$ cat src/rtl/pc_unit_pkg.sv
// Shared definitions for the program-counter unit: next-PC operation codes,
// exception-level states and the default reset / exception-vector addresses.
package pc_unit_pkg;

  typedef enum logic [2:0] {
    NPC_PLUS4  = 3'd0,
    NPC_BRANCH = 3'd1,
    NPC_JUMP   = 3'd2,
    NPC_JAL    = 3'd3,
    NPC_JALR   = 3'd4,
    NPC_JR     = 3'd5,
    NPC_BNE    = 3'd6,
    NPC_ERET   = 3'd7
  } npc_op_e;

  typedef enum logic {
    EXL_NORMAL  = 1'b0,
    EXL_HANDLER = 1'b1
  } exl_state_e;

  localparam logic [31:0] DEFAULT_RESET_PC   = 32'h0000_3000;
  localparam logic [31:0] DEFAULT_EXC_VECTOR = 32'h0000_4180;

  function automatic logic isRegJump(input logic [2:0] op);
    return (op == NPC_JR) || (op == NPC_JALR);
  endfunction

endpackage

$ cat src/rtl/pc_unit_if.sv
// Bundle of controller/ALU-facing signals of the PC unit. The controller side
// drives flow-control inputs (master); the PC unit answers with PC state (slave).
interface pc_unit_if #(
  parameter int WIDTH = 32
);

  logic             stall;
  logic [2:0]       NPCop;
  logic             Zero;
  logic [25:0]      IMM;
  logic [15:0]      Imm16;
  logic [WIDTH-1:0] rs;
  logic             exc_req;
  logic [WIDTH-1:0] PC;
  logic [WIDTH-1:0] NPC;
  logic [WIDTH-1:0] link;
  logic [WIDTH-1:0] EPC;
  logic             exl;

  modport master (
    output stall, NPCop, Zero, IMM, Imm16, rs, exc_req,
    input  PC, NPC, link, EPC, exl
  );

  modport slave (
    input  stall, NPCop, Zero, IMM, Imm16, rs, exc_req,
    output PC, NPC, link, EPC, exl
  );

endinterface

$ cat src/rtl/pc_unit_npc_calc.sv
// Purely combinational next-PC computation: sequential, branch, jump,
// register-jump and ERET targets, plus the link address and address-error flag.
module npc_calc
  import pc_unit_pkg::*;
#(
  parameter int WIDTH = 32
) (
  input  logic [WIDTH-1:0] pc_i,
  input  logic [2:0]       npc_op_i,
  input  logic             zero_i,
  input  logic [25:0]      imm_i,
  input  logic [15:0]      imm16_i,
  input  logic [WIDTH-1:0] rs_i,
  input  logic [WIDTH-1:0] epc_i,
  input  logic             eret_en_i,
  output logic [WIDTH-1:0] npc_o,
  output logic [WIDTH-1:0] link_o,
  output logic             addr_err_o
);

  logic [WIDTH-1:0] pcPlus4;
  logic [WIDTH-1:0] branchOffset;
  logic [WIDTH-1:0] branchTarget;
  logic [WIDTH-1:0] jumpTarget;
  logic [WIDTH-1:0] rsAligned;

  assign pcPlus4      = pc_i + {{(WIDTH-3){1'b0}}, 3'b100};
  assign branchOffset = {{(WIDTH-18){imm16_i[15]}}, imm16_i, 2'b00};
  assign branchTarget = pcPlus4 + branchOffset;
  assign jumpTarget   = {pcPlus4[WIDTH-1:28], imm_i, 2'b00};
  // Low bits are always dropped; a misaligned target is reported separately
  assign rsAligned    = {rs_i[WIDTH-1:2], 2'b00};

  assign link_o     = pcPlus4;
  assign addr_err_o = isRegJump(npc_op_i) && (rs_i[1:0] != 2'b00);

  always_comb begin
    npc_o = pcPlus4;
    case (npc_op_i)
      NPC_PLUS4:  npc_o = pcPlus4;
      NPC_BRANCH: npc_o = zero_i ? branchTarget : pcPlus4;
      NPC_BNE:    npc_o = zero_i ? pcPlus4 : branchTarget;
      NPC_JUMP:   npc_o = jumpTarget;
      NPC_JAL:    npc_o = jumpTarget;
      NPC_JALR:   npc_o = rsAligned;
      NPC_JR:     npc_o = rsAligned;
      NPC_ERET:   npc_o = eret_en_i ? epc_i : pcPlus4;
      default:    npc_o = pcPlus4;
    endcase
  end

endmodule

$ cat src/rtl/pc_unit.sv
// Program-counter unit: PC register, next-PC selection, stall and link output.
// Define PC_UNIT_EXC_EN to add the exception/ERET path with EPC and exl state.
module pc_unit
  import pc_unit_pkg::*;
#(
  parameter int               WIDTH      = 32,
  parameter logic [WIDTH-1:0] RESET_PC   = WIDTH'(DEFAULT_RESET_PC),
  parameter logic [WIDTH-1:0] EXC_VECTOR = WIDTH'(DEFAULT_EXC_VECTOR)
) (
  input logic       clk,
  input logic       rstn,
  pc_unit_if.slave  bus
);

  logic [WIDTH-1:0] pc_q;
  logic [WIDTH-1:0] pc_d;
  logic [WIDTH-1:0] linkAddr;
  logic             addrErr;

`ifdef PC_UNIT_EXC_EN

  logic [WIDTH-1:0] epc_q;
  exl_state_e       exl_q;

  npc_calc #(
    .WIDTH (WIDTH)
  ) u_npc_calc (
    .pc_i       (pc_q),
    .npc_op_i   (bus.NPCop),
    .zero_i     (bus.Zero),
    .imm_i      (bus.IMM),
    .imm16_i    (bus.Imm16),
    .rs_i       (bus.rs),
    .epc_i      (epc_q),
    .eret_en_i  (exl_q == EXL_HANDLER),
    .npc_o      (pc_d),
    .link_o     (linkAddr),
    .addr_err_o (addrErr)
  );

  // Exception entry beats stall; inside the handler requests and address
  // errors are masked and only a non-stalled ERET leaves it.
  always_ff @(posedge clk) begin
    if (!rstn) begin
      pc_q  <= RESET_PC;
      epc_q <= '0;
      exl_q <= EXL_NORMAL;
    end else begin
      case (exl_q)
        EXL_NORMAL: begin
          if (bus.exc_req || addrErr) begin
            pc_q  <= EXC_VECTOR;
            epc_q <= pc_q;
            exl_q <= EXL_HANDLER;
          end else if (!bus.stall) begin
            pc_q <= pc_d;
          end
        end
        EXL_HANDLER: begin
          if (!bus.stall) begin
            pc_q <= pc_d;
            if (bus.NPCop == NPC_ERET) begin
              exl_q <= EXL_NORMAL;
            end
          end
        end
        default: begin
          exl_q <= EXL_NORMAL;
        end
      endcase
    end
  end

  assign bus.EPC = epc_q;
  assign bus.exl = (exl_q == EXL_HANDLER);

`else

  logic unusedExcReq;
  logic unusedAddrErr;

  npc_calc #(
    .WIDTH (WIDTH)
  ) u_npc_calc (
    .pc_i       (pc_q),
    .npc_op_i   (bus.NPCop),
    .zero_i     (bus.Zero),
    .imm_i      (bus.IMM),
    .imm16_i    (bus.Imm16),
    .rs_i       (bus.rs),
    .epc_i      ({WIDTH{1'b0}}),
    .eret_en_i  (1'b0),
    .npc_o      (pc_d),
    .link_o     (linkAddr),
    .addr_err_o (addrErr)
  );

  // Without the exception path a misaligned register jump simply lands on
  // the aligned address that npc_calc already produces.
  always_ff @(posedge clk) begin
    if (!rstn) begin
      pc_q <= RESET_PC;
    end else if (!bus.stall) begin
      pc_q <= pc_d;
    end
  end

  assign unusedExcReq  = bus.exc_req;
  assign unusedAddrErr = addrErr;
  assign bus.EPC       = '0;
  assign bus.exl       = 1'b0;

`endif

  assign bus.PC   = pc_q;
  assign bus.NPC  = pc_d;
  assign bus.link = linkAddr;

endmodule

$ cat src/flat_wrapper.sv
// flat-port wrapper written by rule: the top's interface ports become plain ports
module pc_unit_flat import pc_unit_pkg::*;
#(
  parameter int               WIDTH      = 32,
  parameter logic [WIDTH-1:0] RESET_PC   = WIDTH'(DEFAULT_RESET_PC),
  parameter logic [WIDTH-1:0] EXC_VECTOR = WIDTH'(DEFAULT_EXC_VECTOR)
)
  (clk, rstn, bus_stall, bus_NPCop, bus_Zero, bus_IMM, bus_Imm16, bus_rs, bus_exc_req, bus_PC, bus_NPC, bus_link, bus_EPC, bus_exl);
  pc_unit_if #(.WIDTH(WIDTH)) bus_i ();
  input logic clk;
  input logic rstn;
  input wire logic [$bits(bus_i.stall)-1:0] bus_stall;
  input wire logic [$bits(bus_i.NPCop)-1:0] bus_NPCop;
  input wire logic [$bits(bus_i.Zero)-1:0] bus_Zero;
  input wire logic [$bits(bus_i.IMM)-1:0] bus_IMM;
  input wire logic [$bits(bus_i.Imm16)-1:0] bus_Imm16;
  input wire logic [$bits(bus_i.rs)-1:0] bus_rs;
  input wire logic [$bits(bus_i.exc_req)-1:0] bus_exc_req;
  output wire logic [$bits(bus_i.PC)-1:0] bus_PC;
  output wire logic [$bits(bus_i.NPC)-1:0] bus_NPC;
  output wire logic [$bits(bus_i.link)-1:0] bus_link;
  output wire logic [$bits(bus_i.EPC)-1:0] bus_EPC;
  output wire logic [$bits(bus_i.exl)-1:0] bus_exl;
  assign bus_i.stall = bus_stall;
  assign bus_i.NPCop = bus_NPCop;
  assign bus_i.Zero = bus_Zero;
  assign bus_i.IMM = bus_IMM;
  assign bus_i.Imm16 = bus_Imm16;
  assign bus_i.rs = bus_rs;
  assign bus_i.exc_req = bus_exc_req;
  assign bus_PC = bus_i.PC;
  assign bus_NPC = bus_i.NPC;
  assign bus_link = bus_i.link;
  assign bus_EPC = bus_i.EPC;
  assign bus_exl = bus_i.exl;
  pc_unit #(.WIDTH(WIDTH), .RESET_PC(RESET_PC), .EXC_VECTOR(EXC_VECTOR)) u_core (.clk(clk), .rstn(rstn), .bus(bus_i));
endmodule
$ cat config.mk
export PLATFORM = sky130hd
export DESIGN_NAME = pc_unit_flat
export DESIGN_NICKNAME = d
export VERILOG_FILES = /design/src/rtl/pc_unit_pkg.sv /design/src/rtl/pc_unit_if.sv /design/src/rtl/pc_unit_npc_calc.sv /design/src/rtl/pc_unit.sv /design/src/flat_wrapper.sv
export SDC_FILE = /design/constraint.sdc
export NUM_CORES = 1
export LEC_CHECK = 0
export BUFFER_PORTS_ARGS = -buffer_cell sky130_fd_sc_hd__clkbuf_2
export CAP_MARGIN = 15
export CORE_MARGIN = 2
export CORE_UTILIZATION = 50
export DETAILED_ROUTE_END_ITERATION = 12
export PLACE_DENSITY = 0.85
export SYNTH_ARGS = -nofsm -noshare
export SYNTH_HDL_FRONTEND = slang
export SYNTH_SLANG_ARGS = --single-unit
$ cat constraint.sdc
create_clock -name clk -period 7.4 [get_ports clk]
set_clock_uncertainty 0.15 [all_clocks]
set_input_delay 1.48 -clock clk [delete_from_list [all_inputs] [get_ports clk]]
set_output_delay 1.48 -clock clk [all_outputs]
set_load 0.05 [all_outputs]
==> summary.md, run 1 <==
| Metric | Value |
|---|---|
| Nets | 863 |
| DRT antenna net count | 0 |
| Worst Setup End Kind | output port |
| Hold WS | 0.321 ns |
| RSZ-0062 raised after global routing | no |
| Area of the multi-input gates | 3450 um^2 |
| Final min period | 6.32 ns |
| Yosys cell types | 69 |
| Synth Cell Area | 4420 um^2 |
| Placer Congestion | 1.01 |
| Initial antenna violation count | 0 |
| Pin count of the biggest net entering global routing | 32 |
| Slew HR | 27.5% |
| Drt initial violations | 674 |
| Worst EP required | 5.77 ns |
| Peak supply drop | 0.146 mV |
| Synthesis-to-layout area growth | 19.8% |
| CP Class | reg2out |
| Synth area leader | dfxtp_1 |
| Vias in the first global route | 4,848 |
| Number of flops mapped to enable cells by yosys | 0 |
| Core Box Area | 8640 um^2 |
| Die width | 98.0 um |
| Mapped Cells | 595 |
| Clock Sinks | 32 |
| Starting Density | 51.1% |
| Measured slew at the worst slew-check pin | 1.09 ns |
| Sequential share of the synthesized area | 14.5% |
| Fmax | 0.158 GHz |
| Power Total | 0.965 mW |
| CTS buffer count | 5 |
| GR Overflow Total | 0 |
| Drt pass-1 iters | 7 |
| Share of cells above drive strength 1 | 28.5% |
| CTS tree | done |
| Post-cts resize count | 0 |
| Max_cap viols | 0 |
| Worst skew pair latency | 0.29 ns |
| H-Tree Level Count | 2 |
| Final Setup Violations | 0 |
| DRC viols | 0 |
| Met3 Track Usage GR | 5.87% |
| Max FO, Critical Path | 11 |
| GRT met2 Usage | 51.0% |
| Routed WL | 16,500 um |
| Static leakage | 2.58 nW |
| Avg Cell Area, Syn | 7.42 um^2 |
| Die Height | 98.0 um |
| Max clock buf depth | 2 |
| DPL Wire Length | 13,200 um |
| Input/output buffers | 174 |
| Final slew viol count | 0 |
| Final core utilization | 61.2% |
| Critical path arrival | 4.69 ns |
| Final Hold Fails | 0 |
| Synth top area share | 14.5% |
| Post-synthesis register bit count | 32 |
| Global-route wire length before repair | 25,300 um |
| # fillers | 841 |
| CTS Root Cell | clkbuf_8 |
| Warnings, synthesis | 0 |
| Via count | 5,359 |
| Status | complete, no violations |
| Synth Flop Type | dfxtp_1 |
| Worst setup SP type | flip-flop |
| Setup TNS | 0 ns |
| Clk slew on worst S/H paths | 0.08 ns |
| Post-CTS setup buffers | 0 |
| WL/cell | 19.4 um |
| GRT Total Usage | 32.5% |
| IO Count | 211 |
| Cts hold-fix bufs | 0 |
| Mean number of vias per cell | 6.27 |
| Synth top cells by count | 55 x nand2_1, 55 x o21ai_0, 43 x nor2_1 |
| Total area of sequential cells | 641 um^2 |
| Largest register FFs | 32 |
| Ant diodes | 0 |
| Die area | 9600 um^2 |
| Fin crit share | 85.3% |
| Gr busiest metal | met2 |
| Worst min path class | reg2reg |
| Met1 Usage GRT | 45.2% |
| Site Rows | 34 |
| PwrDens | 182 nW/um^2 |
| Async SR Flop Fraction | 0% |
| Leading post-synthesis cells by cell area | dfxtp_1 15%, ha_1 9.6%, o21ai_0 6.2%, buf_4 6.0%, xnor2_1 5.2% |
cell families (layout without fill, tap and decap cells):
group	Yosys count	in the layout	share of synthesized area [%]
multiplexers	8	8	1.81
other	1	33	0.0849
flip-flops	32	32	14.5
buffers and inverters	84	204	10.3
XOR/XNOR	46	46	9.29
AO/OA/AOI/OAI	204	204	33.5
AND/OR/NAND/NOR	185	185	20.5
adder cells (fa/ha/maj)	35	35	10.1
worst max-delay path: stages, from the launching register on:
cell,delay [ns]
dfxtp_1,0.41
ha_1,0.24
inv_1,0.09
nor4_2,0.59
nand2_1,0.20
nor2_1,0.17
xor2_1,0.42
ha_1,0.44
a21oi_1,0.24
o21ai_0,0.21
a211o_1,0.33
a21oi_1,0.13
o21ai_0,0.13
mux2i_1,0.16
a222oi_1,0.29
nand2_1,0.08
clkbuf_2,0.25
layer usage:
layer  up-vias  routed length [um]
met1      2499                6870
li1       2483                   -
met3        40                1870
met2       337                7350
met4         0                 454
met5         -                   0
through the flow:
step | setup WS, ns | cells | cell area, um^2
6_report | 1.08 | 855 | 5290
5_1_grt | 0.803 | 855 | 5290
4_1_cts | 1.22 | 855 | 5290
3_5_place_dp | 1.40 | 847 | 5190
3_3_place_gp | 1.44 | 847 | 5190
2_1_floorplan | 0.684 | 627 | 4540
power breakdown:
group	switching [mW]	leakage, nW	internal [mW]	total (mW)
logic	0.444	2.27	0.162	0.606
registers	0.0219	0.265	0.186	0.207
clock network	0.0760	0.0434	0.0754	0.151
worst paths after layout:
kind,start,slack (ns),cells after the start,endpoint
setup / recovery,u_core.bus.PC[2],1.08,16,bus_NPC[29]
hold / removal,u_core.bus.PC[1],0.32,2,u_core.bus.PC[1]
setup reg to reg,u_core.bus.PC[2],2.89,15,u_core.bus.PC[29]
hold reg to reg,u_core.bus.PC[1],0.32,2,u_core.bus.PC[1]
layout make-up:
class | count | area share [%]
inverters | 18 | 1.28
repair buffers | 178 | 17.0
well taps | 108 | 2.56
multi-input cells | 511 | 65.2
clock buffers | 6 | 1.56
flip-flops and latches | 32 | 12.1
clock inverters | 2 | 0.284
cell usage in the layout, fill, tap and decap left out, types with 18 or more instances in the layout:
cell      instances
a21oi_1          28
a222oi_1         22
clkbuf_2        174
conb_1           33
dfxtp_1          32
ha_1             34
inv_1            18
nand2_1          55
nand3_1          28
nor2_1           42
o21ai_0          55
xnor2_1          26
xor2_1           19
Power figures use the tool's default switching activity.
==> run 2: changes to the inputs <==
--- a/config.mk
+++ b/config.mk
@@ -7,6 +7,7 @@
 export LEC_CHECK = 0
 export BUFFER_PORTS_ARGS = -buffer_cell sky130_fd_sc_hd__clkbuf_2
 export CAP_MARGIN = 15
+export CORE_ASPECT_RATIO = 1.1
 export CORE_MARGIN = 2
 export CORE_UTILIZATION = 50
 export DETAILED_ROUTE_END_ITERATION = 12
==> run 2 against run 1 <==
Non-clock buffer count grew 1. Count of clock-buffer cells in the layout grew 2. Setup slack gained 0.25 ns. Core utilization grew 1.1 points. Sequential share of layout area is essentially flat. Global-route usage shrank 1.6 points. Critical path depth shrank 2. Die area is essentially flat. Critical path type unchanged. Critical endpoint is now bus_NPC[30].
==> summary.md, run 2 (synthesis results as in run 1) <==
| Metric | Value |
|---|---|
| Status | complete, no violations |
| Dpl cells | 851 (+0.47%) |
| Critical path arrival | 4.44 ns (-0.25 ns) |
| Vias in the first global route | 5,040 (+4.0%) |
| CP Class | reg2out |
| Worst EP required | 5.77 ns (about the same) |
| Most frequent cells in the layout | 174 x clkbuf_2, 55 x o21ai_0, 55 x nand2_1, 42 x nor2_1, 34 x ha_1 |
| Worst min path class | reg2reg |
| Worst Setup End Kind | output port |
| Most frequent CP cell | o211ai_1 |
| Pin count of the biggest net entering global routing | 32 (unchanged) |
| DRC viols | 0 (unchanged) |
| Placer Congestion | 0.959 (-5.1%) |
| Core Box Area | 8500 um^2 (-1.6%) |
| PwrDens | 178 nW/um^2 (-2.7%) |
| Cts hold-fix bufs | 0 (unchanged) |
| Setup TNS | 0 ns (unchanged) |
| Global-route wire length before repair | 23,800 um (-5.7%) |
| GR Overflow Total | 0 (unchanged) |
| Input/output buffers | 174 (unchanged) |
| Synthesis-to-layout area growth | 19.9% (about the same) |
| Ant diodes | 0 (unchanged) |
| Die Height | 103 um (+4.7%) |
| Drt initial violations | 545 (-19%) |
| Area of the multi-input gates | 3450 um^2 (unchanged) |
| Nets | 864 (+0.12%) |
| CTS buffer count | 5 (unchanged) |
| Hold WS | 0.326 ns (+0.00514 ns) |
| Max_cap viols | 0 (unchanged) |
| Total area of sequential cells | 641 um^2 (unchanged) |
| Design area | 5290 um^2 (about the same) |
| Final Hold Fails | 0 (unchanged) |
| PnR worst setup slack | 1.33 ns (+0.249 ns) |
| Post-DP Area | 5200 um^2 (+0.22%) |
| Measured slew at the worst slew-check pin | 1.16 ns (+0.0737 ns) |
| DRT antenna net count | 0 (unchanged) |
| Clk slew on worst S/H paths | 0.07 ns (about the same) |
| GRT Total Usage | 30.9% (-1.6 points) |
| Final slew viol count | 0 (unchanged) |
| IO Count | 211 (unchanged) |
| Delay-heaviest family, CP | compound AO/OA/AOI/OAI gates |
| Post-cts resize count | 0 (unchanged) |
| Initial antenna violation count | 0 (unchanged) |
| Fin cells | 859 (+0.47%) |
| Drt pass-1 iters | 9 (+2) |
| CTS Root Cell | clkbuf_8 |
| Die area | 9600 um^2 (about the same) |
| Final core utilization | 62.3% (+1.1 points) |
| Post-CTS setup buffers | 0 (unchanged) |
| RSZ-0062 raised after global routing | no |
| Max FO, Critical Path | 8 (-3) |
| DPL Wire Length | 12,100 um (-8.7%) |
| Buffer and inverter count on the worst path | 1 (-1) |
| Crit path cell chain | nand4_1, nor2_1, and3_1, nand3_1, xnor2_1, ha_1, a21o_1, a21oi_1, o211ai_1, a221oi_1, mux2i_1, a222oi_1, o211ai_1, clkbuf_2 |
| Static leakage | 2.59 nW (+0.29%) |
| Power Total | 0.940 mW (-2.6%) |
| Share of cells above drive strength 1 | 28.3% (-0.17 points) |
| Worst path max stage delay | 0.47 ns (-0.12 ns) |
| Final Setup Violations | 0 (unchanged) |
| Clock Sinks | 32 (unchanged) |
| Slew HR | 22.6% (-4.9 points) |
| DP Worst Slack | 1.50 ns (+0.100 ns) |
| Largest register FFs | 32 (unchanged) |
| H-Tree Level Count | 2 (unchanged) |
| Die width | 93.6 um (-4.5%) |
| Fin crit share | 82.0% (-3.4 points) |
| Via count | 5,381 (+0.41%) |
| CP max-delay cell | dfxtp_1 |
| Commonest non-fill, non-tap cell in the layout | clkbuf_2 |
| Peak supply drop | 0.110 mV (-25%) |
| Worst skew pair latency | 0.28 ns (about the same) |
| Site Rows | 35 (+2.9%) |
| Fmax | 0.165 GHz (+4.1%) |
| Worst setup SP type | flip-flop |
| Mean number of vias per cell | 6.26 (about the same) |
| Max clock buf depth | 2 (unchanged) |
| Final min period | 6.07 ns (-0.249 ns) |
| # fillers | 790 (-6.1%) |
| Routed WL | 15,600 um (-5.9%) |
| Starting Density | 52.0% (+0.84 points) |
| WL/cell | 18.1 um (-6.3%) |
| CTS tree | done |
## run 2: final timing paths
check              startpoint           endpoint  slack, ns  cells after the start
max          u_core.bus.PC[4]        bus_NPC[30]       1.33                     14
min          u_core.bus.PC[1]   u_core.bus.PC[1]       0.33                      2
max reg2reg  u_core.bus.PC[4]  u_core.bus.PC[30]       3.07                     14
min reg2reg  u_core.bus.PC[1]   u_core.bus.PC[1]       0.33                      2
## run 2: report_power, final
| group | switching (mW) | leakage (nW) | internal (mW) |
|---|---|---|---|
| registers | 0.0232 | 0.265 | 0.186 |
| clock network | 0.0651 | 0.0455 | 0.0759 |
| logic | 0.428 | 2.28 | 0.162 |
| total | 0.517 | 2.59 | 0.423 |
## run 2: worst reg2reg max path: cells and delay by family, from the launching register on
family | cells | cell delay (ns)
DFF | 1 | 0.47
and+or+nand+nor | 4 | 1.04
muxes | 1 | 0.14
adders and majority gates | 1 | 0.41
xor gates and xnor gates | 1 | 0.41
AOI/OAI and AO/OA | 7 | 1.59
## run 2: area by class of cell
type                            count  share of cell area, %
Multi-Input combinational cell    511                   65.1
Timing Repair Buffer              179                   17.2
Tap cell                          111                   2.62
Inverter                           18                   1.28
Sequential cell                    32                   12.1
Clock buffer                        8                   1.70
## run 2: layer usage
metal  global-route usage (%)  wire [um]
met2                     54.7       7720
met5                        0          0
met1                     36.2       5790
met4                     14.8        540
met3                     5.56       1520
